$ cat config.mk
export PLATFORM = sky130hd
export DESIGN_NAME = serial_frame_loader
export DESIGN_NICKNAME = d
export VERILOG_FILES = /design/src/rtl/serial_frame_loader.sv
export SDC_FILE = /design/constraint.sdc
export NUM_CORES = 1
export LEC_CHECK = 0
export ABC_AREA = 1
export ABC_CLOCK_PERIOD_IN_PS = 2200
export BUFFER_PORTS_ARGS = -buffer_cell sky130_fd_sc_hd__buf_2
export CAP_MARGIN = 10
export CORE_MARGIN = 4
export CORE_UTILIZATION = 55
export CTS_CLUSTER_SIZE = 12
export DETAILED_ROUTE_END_ITERATION = 10
export PLACE_DENSITY = 0.81
export SLEW_MARGIN = 40
export SYNTH_ARGS = -nofsm -noshare
export SYNTH_HDL_FRONTEND = slang
export SYNTH_SLANG_ARGS = --single-unit
$ cat constraint.sdc
create_clock -name clk -period 2.2 [get_ports clk]
set_input_delay 0.44 -clock clk [delete_from_list [all_inputs] [get_ports clk]]
set_output_delay 0.44 -clock clk [all_outputs]
set_load 0.01 [all_outputs]
$ cat src/rtl/serial_frame_loader.sv
// Parallel-to-serial frame feeder: captures a WIDTH-bit word on start and
// streams it MSB-first on s_dat against a divided shift clock s_clk.
module serial_frame_loader #(
  parameter int WIDTH = 8,
  parameter int DIV   = 2
) (
  input  logic             clk,
  input  logic             rst_n,
  input  logic             start,
  input  logic [WIDTH-1:0] p_data,
  output logic             busy,
  output logic             done,
  output logic             s_clk,
  output logic             s_dat
);

  localparam int BW = (WIDTH > 1) ? $clog2(WIDTH) : 1;
  localparam int DW = (DIV > 1) ? $clog2(DIV) : 1;

  localparam logic [BW-1:0] LAST_BIT = BW'(WIDTH - 1);
  localparam logic [DW-1:0] LAST_DIV = DW'(DIV - 1);

  localparam logic [1:0] IDLE = 2'd0;
  localparam logic [1:0] LOW  = 2'd1;
  localparam logic [1:0] HIGH = 2'd2;
  localparam logic [1:0] DONE = 2'd3;

  logic [1:0]       state;
  logic [WIDTH-1:0] shreg;
  logic [WIDTH-1:0] shreg_nxt;
  logic [BW-1:0]    bitcnt;
  logic [DW-1:0]    divcnt;

  assign shreg_nxt = shreg << 1;

  // s_dat only moves on the HIGH->LOW boundary (or frame entry/exit), so it
  // is always settled well before the next s_clk rising edge.
  always_ff @(posedge clk or negedge rst_n) begin
    if (!rst_n) begin
      state  <= IDLE;
      shreg  <= '0;
      bitcnt <= '0;
      divcnt <= '0;
      busy   <= 1'b0;
      done   <= 1'b0;
      s_clk  <= 1'b0;
      s_dat  <= 1'b0;
    end else begin
      case (state)
        IDLE: begin
          if (start) begin
            shreg  <= p_data;
            s_dat  <= p_data[WIDTH-1];
            bitcnt <= '0;
            divcnt <= '0;
            busy   <= 1'b1;
            state  <= LOW;
          end
        end
        LOW: begin
          if (divcnt == LAST_DIV) begin
            s_clk  <= 1'b1;
            divcnt <= '0;
            state  <= HIGH;
          end else begin
            divcnt <= divcnt + 1'b1;
          end
        end
        HIGH: begin
          if (divcnt == LAST_DIV) begin
            s_clk  <= 1'b0;
            divcnt <= '0;
            if (bitcnt == LAST_BIT) begin
              busy  <= 1'b0;
              done  <= 1'b1;
              s_dat <= 1'b0;
              state <= DONE;
            end else begin
              shreg  <= shreg_nxt;
              s_dat  <= shreg_nxt[WIDTH-1];
              bitcnt <= bitcnt + 1'b1;
              state  <= LOW;
            end
          end else begin
            divcnt <= divcnt + 1'b1;
          end
        end
        DONE: begin
          done  <= 1'b0;
          state <= IDLE;
        end
        default: state <= IDLE;
      endcase
    end
  end

endmodule
==> results of run 1 <==
[per-stage QoR]
step           instance area, sq um  setup slack [ns]  hold WS, ns  power [W]  instances
6_report                       1120             0.316       0.0535    0.00144        178
5_1_grt                        1120            0.0917       0.0701    0.00161        178
4_1_cts                        1120             0.316       0.0664    0.00145        178
3_5_place_dp                   1090             0.347        0.386    0.00128        174
3_3_place_gp                   1090             0.404        0.385    0.00127        174
2_1_floorplan                  1010             0.873        0.144    0.00112        137
[worst paths after layout]
kind                       endpoint  slack [ns]  cells after the start
setup / recovery           shreg[0]        0.32                      7
hold / removal             state[0]        0.05                      1
setup reg to reg           shreg[0]        0.32                      7
hold reg to reg               s_dat        0.47                      2
max in group asynchronous  shreg[0]        1.87                      1
min in group clk              s_dat        0.46                      5
[cell type report]
class                   count  share of cell area
flip-flops and latches     17               0.380
well taps                  25              0.0279
repair buffers             15              0.0693
clock buffers               4              0.0235
multi-input cells         102               0.449
inverters                  15              0.0503
[cell usage in the layout, fill, tap and decap left out]
cell type,count
a21oi_1,1
a22oi_1,1
buf_2,14
buf_4,1
clkbuf_1,1
clkbuf_4,3
dfrtp_1,17
ha_1,9
inv_1,12
inv_2,3
nand2_1,59
nand2_2,2
nand3_1,17
nor2_1,8
nor2_2,1
o21ai_0,3
o21bai_1,1
[registers in the layout (all words and copies together), names as in the netlist]
name / flops
shreg: 7
bitcnt: 3
state: 2
busy: 1
divcnt: 1
done: 1
s_clk: 1
s_dat: 1
[where the power goes]
group          internal, W  leakage [nW]  switching [W]
clock network    0.0000706        0.0150      0.0000975
registers         0.000443         0.215      0.0000860
logic             0.000264         0.446       0.000478
total             0.000777         0.675       0.000662
[kinds of logic (layout without fill, tap and decap cells)]
kind of cell / Yosys count / in the layout / synth area share
simple gates: 87 / 87 / 0.352
buf+inv: 18 / 34 / 0.0794
flops: 17 / 17 / 0.422
fa+ha+maj: 9 / 9 / 0.112
compound gates: 6 / 6 / 0.0347
[worst max-delay path: stages, from the launching register on]
cell and delay, ns:
dfrtp_1 0.42, inv_1 0.16, ha_1 0.47, nor2_1 0.14
nor2_2 0.25, nand2_2 0.19, nand2_1 0.10, nand2_1 0.05
[routing by layer]
metal | GRT usage | vias up
met4 | 0.0942 | 0
li1 | - | 455
met1 | 0.205 | 373
met2 | 0.307 | 17
met3 | 0.0350 | 5
met5 | 0 | -
==> run metrics, run 1 <==
run status=complete, no violations; Post-synth ARST share=1.00; number of levels in the clock H-tree=1; number of failing hold endpoints at the final stage=0; post-route fraction of the period consumed by the critical path=0.857; ANT cells=0; Fmax=0.531 GHz; Final HPWL DP=1380 um; final core occ=0.649; RD Place Congestion=0.831; CTS resizes=0; Die Y=50.8 um; critical path startpoint=state[0]; fraction of layout instances using a drive strength above 1=0.157; first-pass iteration count of the detailed router=4; total wire length after detailed routing=1840 um; kind of capture point of the worst setup path=flop; Routed wire per std cell=10.3 um; Ys Warns=0; most instantiated flip-flop cell in the synthesis netlist=dfrtp_1; via count=850; die boundary width=50.8 um; worst slew slack as a fraction of its limit=0.693; # IOs=15; Synth Register Bits=17; met2 layer wire length in the routed design=905 um; drt drc=0; Crit Reg-Reg Startpoint=state[0]; starting density of the core=0.584; top cells by area in the synthesized netlist=dfrtp_1, nand2_1, ha_1; Fin Clk Skew=0.00184 ns; Min Clock Period, post-route=1.88 ns; number of antenna violations at the first check in global routing=0; fraction of synthesized cell area taken by the top area cell type=0.422; Setup crit start kind=flop; layout-stage area growth over the synthesis result=11.0%; clock tree from TritonCTS=built; Longest Clk Path Bufs=2; Fillers=161; standby leakage power=0.675 nW; Clock Root Buffer=clkbuf_4; RSZ-0062 raised after global routing=no; number of clock sinks seen by CTS=17; maximum number of pins on one net before global-route repair=18; Met1 Routed Length=818 um; count of cell types in the netlist=16; FF+latch area=425 sq um; number of buffers added on ports=14; post-layout net count=174; Final Slew Violations=0; sequential area share after synthesis=0.422; WL met3=71 um; VDD IR-drop max=699 uV; count of maximum capacitance violations=0; PwrDens=1290 mW/mm^2; global-route total usage across every layer=0.177; CP Max Fanout=14; critical path data required time=2.39 ns; gate count after technology mapping=137; antenna-violating nets left=0; global-route wire length before repair=3420 um; data arrival time at the worst-slack endpoint=2.08 ns; clk_lat worst skew=0.29 ns; multi-input gate area in the final layout=503 sq um; Avg Synthesized Cell Area=7.36 sq um; ratio of routed vias to standard cells=4.78; number of synthesized flops with an enable pin=0; Tightest Pin Transition=0.460 ns; final sum of negative setup slack=0 ns; hold buffer count at CTS=0; WS Path Type=reg2reg; gr ovfl total=0; syn nets=157; number of setup buffers added after CTS=0; top routing layer in use=met4; Die Area=0.00258 sq mm; post-synthesis instance area=0.00101 sq mm; cts bufs inserted=3; cell types with the highest counts after synthesis=nand2_1, dfrtp_1, nand3_1; clock slew at the register clock pins of the worst setup and hold paths=0.10 ns; vias in the first global route=840; floorplan core area=0.00173 sq mm; Yosys top cell by area=dfrtp_1; class of the most critical hold timing path=in2async; final number of setup-violating endpoints=0; DR iter-0 viols=18; number of standard-cell rows in the floorplan=15; most instantiated library cell after synthesis=nand2_1
(Power assumes the default switching activity.)
==> run 2, diff against run 1 <==
--- a/config.mk
+++ b/config.mk
@@ -9,11 +9,13 @@
 export ABC_CLOCK_PERIOD_IN_PS = 2200
 export BUFFER_PORTS_ARGS = -buffer_cell sky130_fd_sc_hd__buf_2
 export CAP_MARGIN = 10
+export CELL_PAD_IN_SITES_DETAIL_PLACEMENT = 2
+export CELL_PAD_IN_SITES_GLOBAL_PLACEMENT = 2
 export CORE_MARGIN = 4
-export CORE_UTILIZATION = 55
+export CORE_UTILIZATION = 33
 export CTS_CLUSTER_SIZE = 12
 export DETAILED_ROUTE_END_ITERATION = 10
-export PLACE_DENSITY = 0.81
+export PLACE_DENSITY = 0.85
 export SLEW_MARGIN = 40
 export SYNTH_ARGS = -nofsm -noshare
 export SYNTH_HDL_FRONTEND = slang
==> run 2 against run 1 <==
Count of clock-buffer cells in the layout unchanged. Cell count increased by 3.4%. Sequential share of layout area fell by 0.25 points. Clock skew about the same. Total power increased by 5.7%. Wire length up 49%. Global-route usage shrank 2.4 points. Critical path depth unchanged. Critical path type unchanged. Critical endpoint unchanged. Largest cell class unchanged.
==> run metrics, run 2 (synthesis results as in run 1) <==
antenna-violating nets left=0 (unchanged); power share of the sequential group=0.356 (was 0.367); switching share of power=0.488 (was 0.460); Longest Clk Path Bufs=2 (unchanged); Placed Instances=180 (was 174); RSZ-0062 raised after global routing=no (unchanged); maximum number of pins on one net before global-route repair=18 (unchanged); first-pass iteration count of the detailed router=4 (unchanged); clock share of power=0.118 (was 0.117); Clock Root Buffer=clkbuf_4 (unchanged); total wire length after detailed routing=2740 um (was 1840 um); worst flop-to-flop path endpoint=shreg[0] (unchanged); Tightest Pin Transition=0.500 ns (was 0.460 ns); CTS resizes=0 (unchanged); Setup crit start kind=flop (unchanged); floorplan core area=0.00283 sq mm (was 0.00173 sq mm); largest registers=shreg: 7 flops, bitcnt: 3 flops, state: 2 flops (unchanged); placement-stage worst setup slack=0.349 ns (was 0.347 ns); final number of setup-violating endpoints=0 (unchanged); critical path data required time=2.40 ns (was 2.39 ns); most frequent cells in the layout=nand2_1, nand3_1, dfrtp_1 (unchanged); count of maximum capacitance violations=0 (unchanged); total power=0.00152 W (was 0.00144 W); clk_lat worst skew=0.30 ns (was 0.29 ns); critical path startpoint=state[0] (unchanged); number of buffers added on ports=14 (unchanged); post-route fraction of the period consumed by the critical path=0.836 (was 0.857); final setup margin=0.361 ns (was 0.316 ns); top register by number of flip-flops=shreg (unchanged); number of setup buffers added after CTS=0 (unchanged); worst slew slack as a fraction of its limit=0.666 (was 0.693); Fin Clk Skew=0.00176 ns (was 0.00184 ns); global-route total usage across every layer=0.153 (was 0.177); CP Max Fanout=14 (unchanged); number of antenna violations at the first check in global routing=0 (unchanged); clock tree from TritonCTS=built (unchanged); class of the most critical hold timing path=in2async (unchanged); most frequent standard cell in the layout excluding fill and tap cells=nand2_1 (unchanged); Post-Layout Cell Count=184 (was 178); fraction of layout instances using a drive strength above 1=0.157 (unchanged); final sum of negative setup slack=0 ns (unchanged); ANT cells=0 (unchanged); standby leakage power=0.675 nW (unchanged); ratio of routed vias to standard cells=5.04 (was 4.78); number of failing hold endpoints at the final stage=0 (unchanged); PwrDens=1350 mW/mm^2 (was 1290 mW/mm^2); Fmax=0.544 GHz (was 0.531 GHz); flop2flop setup slack=0.36 ns (was 0.32 ns); hold buffer count at CTS=0 (unchanged); Final Slew Violations=0 (unchanged); FF+latch area=425 sq um (unchanged); run status=complete, no violations (unchanged); data arrival time at the worst-slack endpoint=2.04 ns (was 2.08 ns); Min Clock Period, post-route=1.84 ns (was 1.88 ns); layout-stage area growth over the synthesis result=11.8% (was 11.0%); Die Y=63.3 um (was 50.8 um); starting density of the core=0.356 (was 0.584); clock slew at the register clock pins of the worst setup and hold paths=0.11 ns (was 0.10 ns); worst r2r path cells=7 (unchanged); CP endpoint=shreg[0] (unchanged); power share of the combinational group=0.526 (was 0.516); post-layout net count=174 (unchanged); drt drc=0 (unchanged); kind of capture point of the worst setup path=flop (unchanged); WS Path Type=reg2reg (unchanged); number of standard-cell rows in the floorplan=19 (was 15); multi-input gate area in the final layout=503 sq um (unchanged); VDD IR-drop max=527 uV (was 699 uV); gr ovfl total=0 (unchanged); switching power of the nets=0.000743 W (was 0.000662 W); Crit Reg-Reg Startpoint=state[0] (unchanged); via count=928 (was 850); Largest register FFs=7 (unchanged); Routed wire per std cell=14.9 um (was 10.3 um); Final HPWL DP=2150 um (was 1380 um); number of clock sinks seen by CTS=17 (unchanged); Fillers=359 (was 161); # IOs=15 (unchanged); number of levels in the clock H-tree=1 (unchanged); global-route wire length before repair=4750 um (was 3420 um); Die Area=0.00400 sq mm (was 0.00258 sq mm); internal cell power=0.000779 W (was 0.000777 W); RD Place Congestion=0.830 (was 0.831); DR iter-0 viols=23 (was 18); vias in the first global route=1048 (was 840); die boundary width=63.3 um (was 50.8 um); cts bufs inserted=3 (unchanged)
run 2: cell counts in the layout (fill, tap and decap cells not counted):
Identical to the previous run, type by type.
run 2: power by group through the flow:
| stage | registers, W | clock network, W | logic (W) |
|---|---|---|---|
| 2_1_floorplan | 0.000531 | 0 | 0.000594 |
| 3_3_place_gp | 0.000538 | 0 | 0.000774 |
| 3_5_place_dp | 0.000551 | 0 | 0.000819 |
| 4_1_cts | 0.000545 | 0.000187 | 0.000823 |
| 5_1_grt | 0.000556 | 0.000207 | 0.000939 |
| 6_report | 0.000542 | 0.000179 | 0.000800 |
run 2: how the worst min path moves through the flow:
stage | start | end | depth (start not counted)
finish | rst_n | divcnt | 1
global route | rst_n | s_dat | 1
CTS | rst_n | divcnt | 1
detailed placement | rst_n | done | 1
global placement | rst_n | done | 1
floorplan | rst_n | bitcnt[0] | 0
run 2: area by class of cell:
class                           count  area share
Multi-Input combinational cell    102       0.446
Sequential cell                    17       0.377
Timing Repair Buffer               15      0.0688
Inverter                           15      0.0499
Tap cell                           31      0.0344
Clock buffer                        4      0.0233
run 2: through the flow:
stage / area [sq um] / hold WS, ns / util
final: 1130 / 0.0511 / 0.398
after global routing: 1130 / 0.0692 / 0.398
after CTS: 1130 / 0.0622 / 0.398
after detailed placement: 1100 / 0.399 / 0.389
after global placement: 1100 / 0.392 / 0.389
after floorplan: 1010 / 0.144 / -
run 2: critical path, cell delays in order (launching register included):
cell     delay, ns
dfrtp_1       0.43
inv_1         0.16
ha_1          0.50
nor2_1        0.15
nor2_2        0.17
nand2_2       0.16
nand2_1       0.12
nand2_1       0.06
run 2: per-layer routing:
metal | share of wire | track usage | vias to the layer above
li1 | - | - | 456
met1 | 0.43 | 0.154 | 453
met2 | 0.52 | 0.307 | 14
met3 | 0.033 | 0.0266 | 5
met4 | 0.016 | 0.0566 | 0
met5 | 0 | 0 | -
